## config.mk

```make
export PLATFORM = sky130hd
export DESIGN_NAME = id_ex_ctrl_reg
export DESIGN_NICKNAME = d
export VERILOG_FILES = /design/src/rtl/id_ex_ctrl_reg_pkg.sv /design/src/rtl/id_ex_ctrl_reg_sat_cnt16.sv /design/src/rtl/id_ex_ctrl_reg.sv
export SDC_FILE = /design/constraint.sdc
export NUM_CORES = 1
export LEC_CHECK = 0
export CAP_MARGIN = 10
export CORE_AREA = 4 4 142 144
export CTS_BUF_LIST = sky130_fd_sc_hd__clkbuf_4
export CTS_CLUSTER_DIAMETER = 120
export DETAILED_ROUTE_END_ITERATION = 10
export DIE_AREA = 0 0 146 148
export GPL_TIMING_DRIVEN = 0
export PLACE_DENSITY = 0.85
export SLEW_MARGIN = 10
export SYNTH_ARGS = -nofsm -noshare
export SYNTH_HDL_FRONTEND = slang
export SYNTH_SLANG_ARGS = --single-unit
export TNS_END_PERCENT = 100
```

## constraint.sdc

```tcl
create_clock -name clk -period 15.15 [get_ports clk]
set_input_delay 3.03 -clock clk [delete_from_list [all_inputs] [get_ports clk]]
set_output_delay 3.03 -clock clk [all_outputs]
set_load 0.01 [all_outputs]
```

## src/rtl/id_ex_ctrl_reg_pkg.sv

```systemverilog
// Shared pipeline parameters for the ID/EX and EX/MEM registers.
// Holds the control encodings, the bubble constants and the ID/EX bundle type.
package id_ex_ctrl_reg_pkg;

    // RegWrite encodings (load width / write enable)
    localparam logic [2:0] NOREGWRITE = 3'd0;
    localparam logic [2:0] LB         = 3'd1;
    localparam logic [2:0] LH         = 3'd2;
    localparam logic [2:0] LW         = 3'd3;
    localparam logic [2:0] LBU        = 3'd4;
    localparam logic [2:0] LHU        = 3'd5;

    // BranchType encodings
    localparam logic [2:0] NOBRANCH   = 3'd0;
    localparam logic [2:0] BEQ        = 3'd1;
    localparam logic [2:0] BNE        = 3'd2;
    localparam logic [2:0] BLT        = 3'd3;
    localparam logic [2:0] BLTU       = 3'd4;
    localparam logic [2:0] BGE        = 3'd5;
    localparam logic [2:0] BGEU       = 3'd6;

    // ALU control encodings
    localparam logic [3:0] ALU_ADD    = 4'd3;
    localparam logic [3:0] ALU_SUB    = 4'd4;
    localparam logic [3:0] ALU_SLL    = 4'd0;
    localparam logic [3:0] ALU_SRL    = 4'd1;
    localparam logic [3:0] ALU_SRA    = 4'd2;

    // Bubble constants, also used by the EX/MEM register
    localparam logic [3:0] MEMWRITE_NONE  = 4'b0000;
    localparam logic [1:0] ALUSRC2_BUBBLE = 2'b00;

    typedef struct packed {
        logic        jalr;
        logic [2:0]  reg_write;
        logic        mem_to_reg;
        logic [3:0]  mem_write;
        logic        load_npc;
        logic [1:0]  reg_read;
        logic [2:0]  branch_type;
        logic [3:0]  alu_contrl;
        logic        alu_src1;
        logic [1:0]  alu_src2;
        logic [31:0] pc;
        logic [31:0] imm;
        logic [31:0] reg_out1;
        logic [31:0] reg_out2;
        logic [4:0]  rd;
        logic [4:0]  a1;
        logic [4:0]  a2;
        logic        valid;
    } id_ex_bundle_t;

    // A bubble must never write the register file or memory, nor redirect PC.
    function automatic id_ex_bundle_t bubble_bundle();
        id_ex_bundle_t b;
        b             = '0;
        b.reg_write   = NOREGWRITE;
        b.mem_write   = MEMWRITE_NONE;
        b.branch_type = NOBRANCH;
        b.alu_src2    = ALUSRC2_BUBBLE;
        b.valid       = 1'b0;
        return b;
    endfunction

endpackage

```

## src/rtl/id_ex_ctrl_reg_sat_cnt16.sv

```systemverilog
// 16-bit saturating event counter.
// Ports: clk, rst (async active-high), inc_i (count this edge), cnt_o (value).
module sat_cnt16 (
    input  logic        clk,
    input  logic        rst,
    input  logic        inc_i,
    output logic [15:0] cnt_o
);

    logic [15:0] cnt_q;
    logic [15:0] cnt_d;

    always_comb begin
        cnt_d = cnt_q;
        if (inc_i && (cnt_q != 16'hFFFF)) begin
            cnt_d = cnt_q + 16'd1;
        end
    end

    always_ff @(posedge clk or posedge rst) begin
        if (rst) begin
            cnt_q <= 16'd0;
        end else begin
            cnt_q <= cnt_d;
        end
    end

    assign cnt_o = cnt_q;

endmodule

```

## src/rtl/id_ex_ctrl_reg.sv

```systemverilog
// ID/EX pipeline register with stall (en=0) and flush (clear=1) support.
// Ports: clk, rst (async active-high), en, clear; ID-stage bundle *D in;
// registered EX-stage copies *E out, ValidE, plus StallCnt / FlushCnt
// saturating event counters. All outputs come straight from flops.
module id_ex_ctrl_reg
    import id_ex_ctrl_reg_pkg::*;
(
    input  logic        clk,
    input  logic        rst,
    input  logic        en,
    input  logic        clear,
    input  logic        JalrD,
    input  logic [2:0]  RegWriteD,
    input  logic        MemToRegD,
    input  logic [3:0]  MemWriteD,
    input  logic        LoadNpcD,
    input  logic [1:0]  RegReadD,
    input  logic [2:0]  BranchTypeD,
    input  logic [3:0]  AluContrlD,
    input  logic        AluSrc1D,
    input  logic [1:0]  AluSrc2D,
    input  logic [31:0] PCD,
    input  logic [31:0] ImmD,
    input  logic [31:0] RegOut1D,
    input  logic [31:0] RegOut2D,
    input  logic [4:0]  RdD,
    input  logic [4:0]  A1D,
    input  logic [4:0]  A2D,
    output logic        JalrE,
    output logic [2:0]  RegWriteE,
    output logic        MemToRegE,
    output logic [3:0]  MemWriteE,
    output logic        LoadNpcE,
    output logic [1:0]  RegReadE,
    output logic [2:0]  BranchTypeE,
    output logic [3:0]  AluContrlE,
    output logic        AluSrc1E,
    output logic [1:0]  AluSrc2E,
    output logic [31:0] PCE,
    output logic [31:0] ImmE,
    output logic [31:0] RegOut1E,
    output logic [31:0] RegOut2E,
    output logic [4:0]  RdE,
    output logic [4:0]  A1E,
    output logic [4:0]  A2E,
    output logic        ValidE,
    output logic [15:0] StallCnt,
    output logic [15:0] FlushCnt
);

    id_ex_bundle_t bundle_q;
    id_ex_bundle_t bundle_d;
    id_ex_bundle_t bundle_in;

    always_comb begin
        bundle_in             = '0;
        bundle_in.jalr        = JalrD;
        bundle_in.reg_write   = RegWriteD;
        bundle_in.mem_to_reg  = MemToRegD;
        bundle_in.mem_write   = MemWriteD;
        bundle_in.load_npc    = LoadNpcD;
        bundle_in.reg_read    = RegReadD;
        bundle_in.branch_type = BranchTypeD;
        bundle_in.alu_contrl  = AluContrlD;
        bundle_in.alu_src1    = AluSrc1D;
        bundle_in.alu_src2    = AluSrc2D;
        bundle_in.pc          = PCD;
        bundle_in.imm         = ImmD;
        bundle_in.reg_out1    = RegOut1D;
        bundle_in.reg_out2    = RegOut2D;
        bundle_in.rd          = RdD;
        bundle_in.a1          = A1D;
        bundle_in.a2          = A2D;
        bundle_in.valid       = 1'b1;
    end

    // Flush wins over stall; stall wins over capture.
    always_comb begin
        bundle_d = bundle_q;
        if (clear) begin
            bundle_d = bubble_bundle();
        end else if (en) begin
            bundle_d = bundle_in;
        end
    end

    always_ff @(posedge clk or posedge rst) begin
        if (rst) begin
            bundle_q <= bubble_bundle();
        end else begin
            bundle_q <= bundle_d;
        end
    end

    assign JalrE       = bundle_q.jalr;
    assign RegWriteE   = bundle_q.reg_write;
    assign MemToRegE   = bundle_q.mem_to_reg;
    assign MemWriteE   = bundle_q.mem_write;
    assign LoadNpcE    = bundle_q.load_npc;
    assign RegReadE    = bundle_q.reg_read;
    assign BranchTypeE = bundle_q.branch_type;
    assign AluContrlE  = bundle_q.alu_contrl;
    assign AluSrc1E    = bundle_q.alu_src1;
    assign AluSrc2E    = bundle_q.alu_src2;
    assign PCE         = bundle_q.pc;
    assign ImmE        = bundle_q.imm;
    assign RegOut1E    = bundle_q.reg_out1;
    assign RegOut2E    = bundle_q.reg_out2;
    assign RdE         = bundle_q.rd;
    assign A1E         = bundle_q.a1;
    assign A2E         = bundle_q.a2;
    assign ValidE      = bundle_q.valid;

    // A flush edge counts only as a flush, never as a stall.
    sat_cnt16 u_stall_cnt (
        .clk   (clk),
        .rst   (rst),
        .inc_i (!clear && !en),
        .cnt_o (StallCnt)
    );

    sat_cnt16 u_flush_cnt (
        .clk   (clk),
        .rst   (rst),
        .inc_i (clear),
        .cnt_o (FlushCnt)
    );

endmodule

```

==> results_dict.tcl <==
set metrics [dict create \
    place_inst 1280 \
    fillers 1471 \
    worst_hold_path.num_cells 1 \
    drc 0 \
    finalNonFillerCells 1313 \
    r2r-end "u_flush_cnt.cnt_o[1]" \
    cts_resized 0 \
    layout_common_cells "clkdlybuf4s50_1 (365), dfrtp_1 (198), nor2_1 (177), mux2i_1 (165)" \
    clk_latency_ns 0.57 \
    synth_seq_cells 198 \
    worstRegToRegCells 5 \
    syn_to_final_growth_pct 51.43 \
    antenna_found_initial 2 \
    drive_gt1_frac 0.06128 \
    synth_nets 851 \
    final-setup-viol-count 0 \
    slowest_stage "clkdlybuf4s50_1" \
    crit_family "buffers and inverters" \
    grt.total_usage 0.2249 \
    ys_seq_area_frac 0.6020 \
    worst_hold_path.endpoint "u_stall_cnt.cnt_o[15]" \
    maxSlewViolCount 0 \
    cts_setup_buffers 0 \
    antenna_left 0 \
    synth_area_leaders "dfrtp_1 (60%), mux2i_1 (20%), nor2_1 (8.1%)" \
    hold_path_class "register to register" \
    grt_max_degree 101 \
    die_h_um 148 \
    via_per_inst 5.002 \
    final_common_cell "clkdlybuf4s50_1" \
    cts_tree "built" \
    worst_slew_pin_slew_ns 0.7017 \
    ys.flop_type "dfrtp_1" \
    synth_top_area_frac 0.6020 \
    clockRootBuffer "clkbuf_4" \
    worst_setup_path_start_kind "register" \
    crit_path_max_fanout 7 \
    fin_setup_tns_ns 0 \
    worstPathCellList "clkdlybuf4s50_1" \
    port_buffers 365 \
    cpPeakStageDelay_ns 0.60 \
    grt_pass1_vias 6832 \
    ys_warn_count 0 \
    cts-hold-fix-buffers 0 \
    overflow 0 \
    first_pass_iters 4 \
    finClkSkew_ns 0.02508 \
    synth_top_cell_by_area "dfrtp_1" \
    rrSetupSlack_ns 13.22 \
    vdd_ir_drop_max_mv 0.08670 \
    path_class "register to primary output" \
    syn_avg_cell_area_sq_um 12.10 \
    cts_max_level 4 \
    cts.sinks 198 \
    critPathBufInv 1 \
    final_hold_viol_count 0 \
    rsz0062_at_grt "no" \
    grt_pass1_wl_mm 38.26 \
    p_per_area_mw_per_mm2 91.48 \
    period_minus_slack_ns 4.707 \
    synthArstFlopShare 1.000 \
    synthesis.area_sq_mm 0.008230 \
    p_leak_nw 5.875 \
    fp.dieW_um 146 \
    cp-end-kind "primary output" \
    finalCritPeriodShare 0.3107 \
    cap_violations 0 \
    cts_buffers 17 \
    dpl.hpwl_mm 18.95 \
    ios 367 \
    wirelength_mm 24.79 \
    drt_iter0_markers 194 \
    fmaxAchievable_mhz 212.4 \
    synthCells 680 \
    rows 50 \
    start_util 0.4400 \
    ys_types 37 \
    r2r_start "u_flush_cnt.cnt_o[0]" \
    worstPathRequired_ns 12.12 \
    synth-edff-count 0 \
    timing.slew.headroom 0.5322 \
    coreArea_sq_mm 0.01871 \
    clock_path_buffers 2 \
    crit_arrival_ns 1.68 \
    gp_congestion 0.8258 \
    clk_pin_slew_worst_paths_ns 0.17 \
    status "completed" \
    nNetsFinal 1236 \
    post_drt_wl_per_cell_um 18.88 \
    holdCritStartpoint "u_stall_cnt.cnt_o[15]" \
    fp.dieArea_sq_mm 0.02161 \
    vias 6567 \
]
per-stage QoR:
stage	area [sq um]	setup WS, ns	power (W)	hold WS [ns]	utilization
6_report	12460	10.44	0.001140	0.5169	0.6663
5_1_grt	12460	10.32	0.001197	0.5307	0.6663
2_1_floorplan	8230	6.723	0.0007243	0.5221	-
4_1_cts	12460	10.39	0.001150	0.5181	0.6660
3_3_place_gp	12180	4.028	0.0008811	0.4796	0.6510
3_5_place_dp	12210	10.05	0.0008888	0.4924	0.6528
cell type report:
cell class | count | area (sq um) | share of cell area
Antenna cell | 2 | 5.005 | 0.0004016
Buffer | 40 | 173.9 | 0.01395
Clock buffer | 17 | 127.6 | 0.01024
Clock inverter | 14 | 118.9 | 0.009537
Inverter | 4 | 22.52 | 0.001807
Multi-Input combinational cell | 438 | 3087 | 0.2477
Sequential cell | 198 | 4955 | 0.3976
Tap cell | 234 | 292.8 | 0.02349
Timing Repair Buffer | 366 | 3681 | 0.2954
layer usage:
layer	track usage	routed length [um]	part of all wire	up-vias
met3	0.06775	1650	0.067	38
met4	0.07573	642	0.026	0
met2	0.3903	12690	0.51	228
li1	-	-	-	3080
met5	0	0	0	-
met1	0.2686	9806	0.40	3221
flip-flops by register name (all words and copies together), names as in the netlist, 16 cells and up:
signal / count
RegOut1E: 32
u_stall_cnt.cnt_o: 16
ImmE: 32
RegOut2E: 32
PCE: 32
u_flush_cnt.cnt_o: 16
cells in the mapped netlist (2+ instances only):
| cell | instances |
|---|---|
| nand2_1 | 9 |
| buf_2 | 19 |
| xor2_1 | 19 |
| a211oi_1 | 3 |
| and4_1 | 4 |
| clkbuf_1 | 15 |
| inv_1 | 4 |
| nor3_1 | 4 |
| nand4_2 | 4 |
| nor4_2 | 3 |
| nor2_1 | 177 |
| ha_1 | 2 |
| mux2i_1 | 165 |
| nand4b_1 | 2 |
| dfrtp_1 | 198 |
| a21oi_1 | 3 |
| nand3_1 | 7 |
| xnor2_1 | 7 |
| buf_1 | 6 |
| nand4_1 | 9 |
| and3_1 | 3 |
| o31ai_1 | 2 |
report_power, final:
group          internal (W)  leakage [nW]  switching (W)
clock             0.0000691         0.132       0.000192
sequential         0.000570          2.62      0.0000416
combinational      0.000153          3.12       0.000114
cell families (layout without fill, tap and decap cells):
logic type | count (synthesis) | count (layout) | synth area share
compound gates | 11 | 11 | 0.009880
xor+xnor | 26 | 26 | 0.02767
fa+ha+maj | 2 | 2 | 0.003040
buf+inv | 44 | 441 | 0.02295
flops | 198 | 198 | 0.6020
mux | 168 | 168 | 0.2052
other cells | 0 | 2 | 0
simple gates | 231 | 231 | 0.1292
how the worst max path moves through the flow:
| stage | from | to | slack [ns] | depth (start not counted) |
|---|---|---|---|---|
| 2_1_floorplan | rst | A1E[0] | 6.72 | 1 |
| 3_3_place_gp | rst | ImmE[7] | 4.03 | 2 |
| 3_5_place_dp | clear | ValidE | 10.05 | 5 |
| 4_1_cts | u_flush_cnt.cnt_o[7] | FlushCnt[7] | 10.39 | 1 |
| 5_1_grt | u_flush_cnt.cnt_o[2] | FlushCnt[2] | 10.32 | 1 |
| 6_report | u_flush_cnt.cnt_o[7] | FlushCnt[7] | 10.44 | 1 |
No activity file was read; power rests on OpenSTA's default activity.
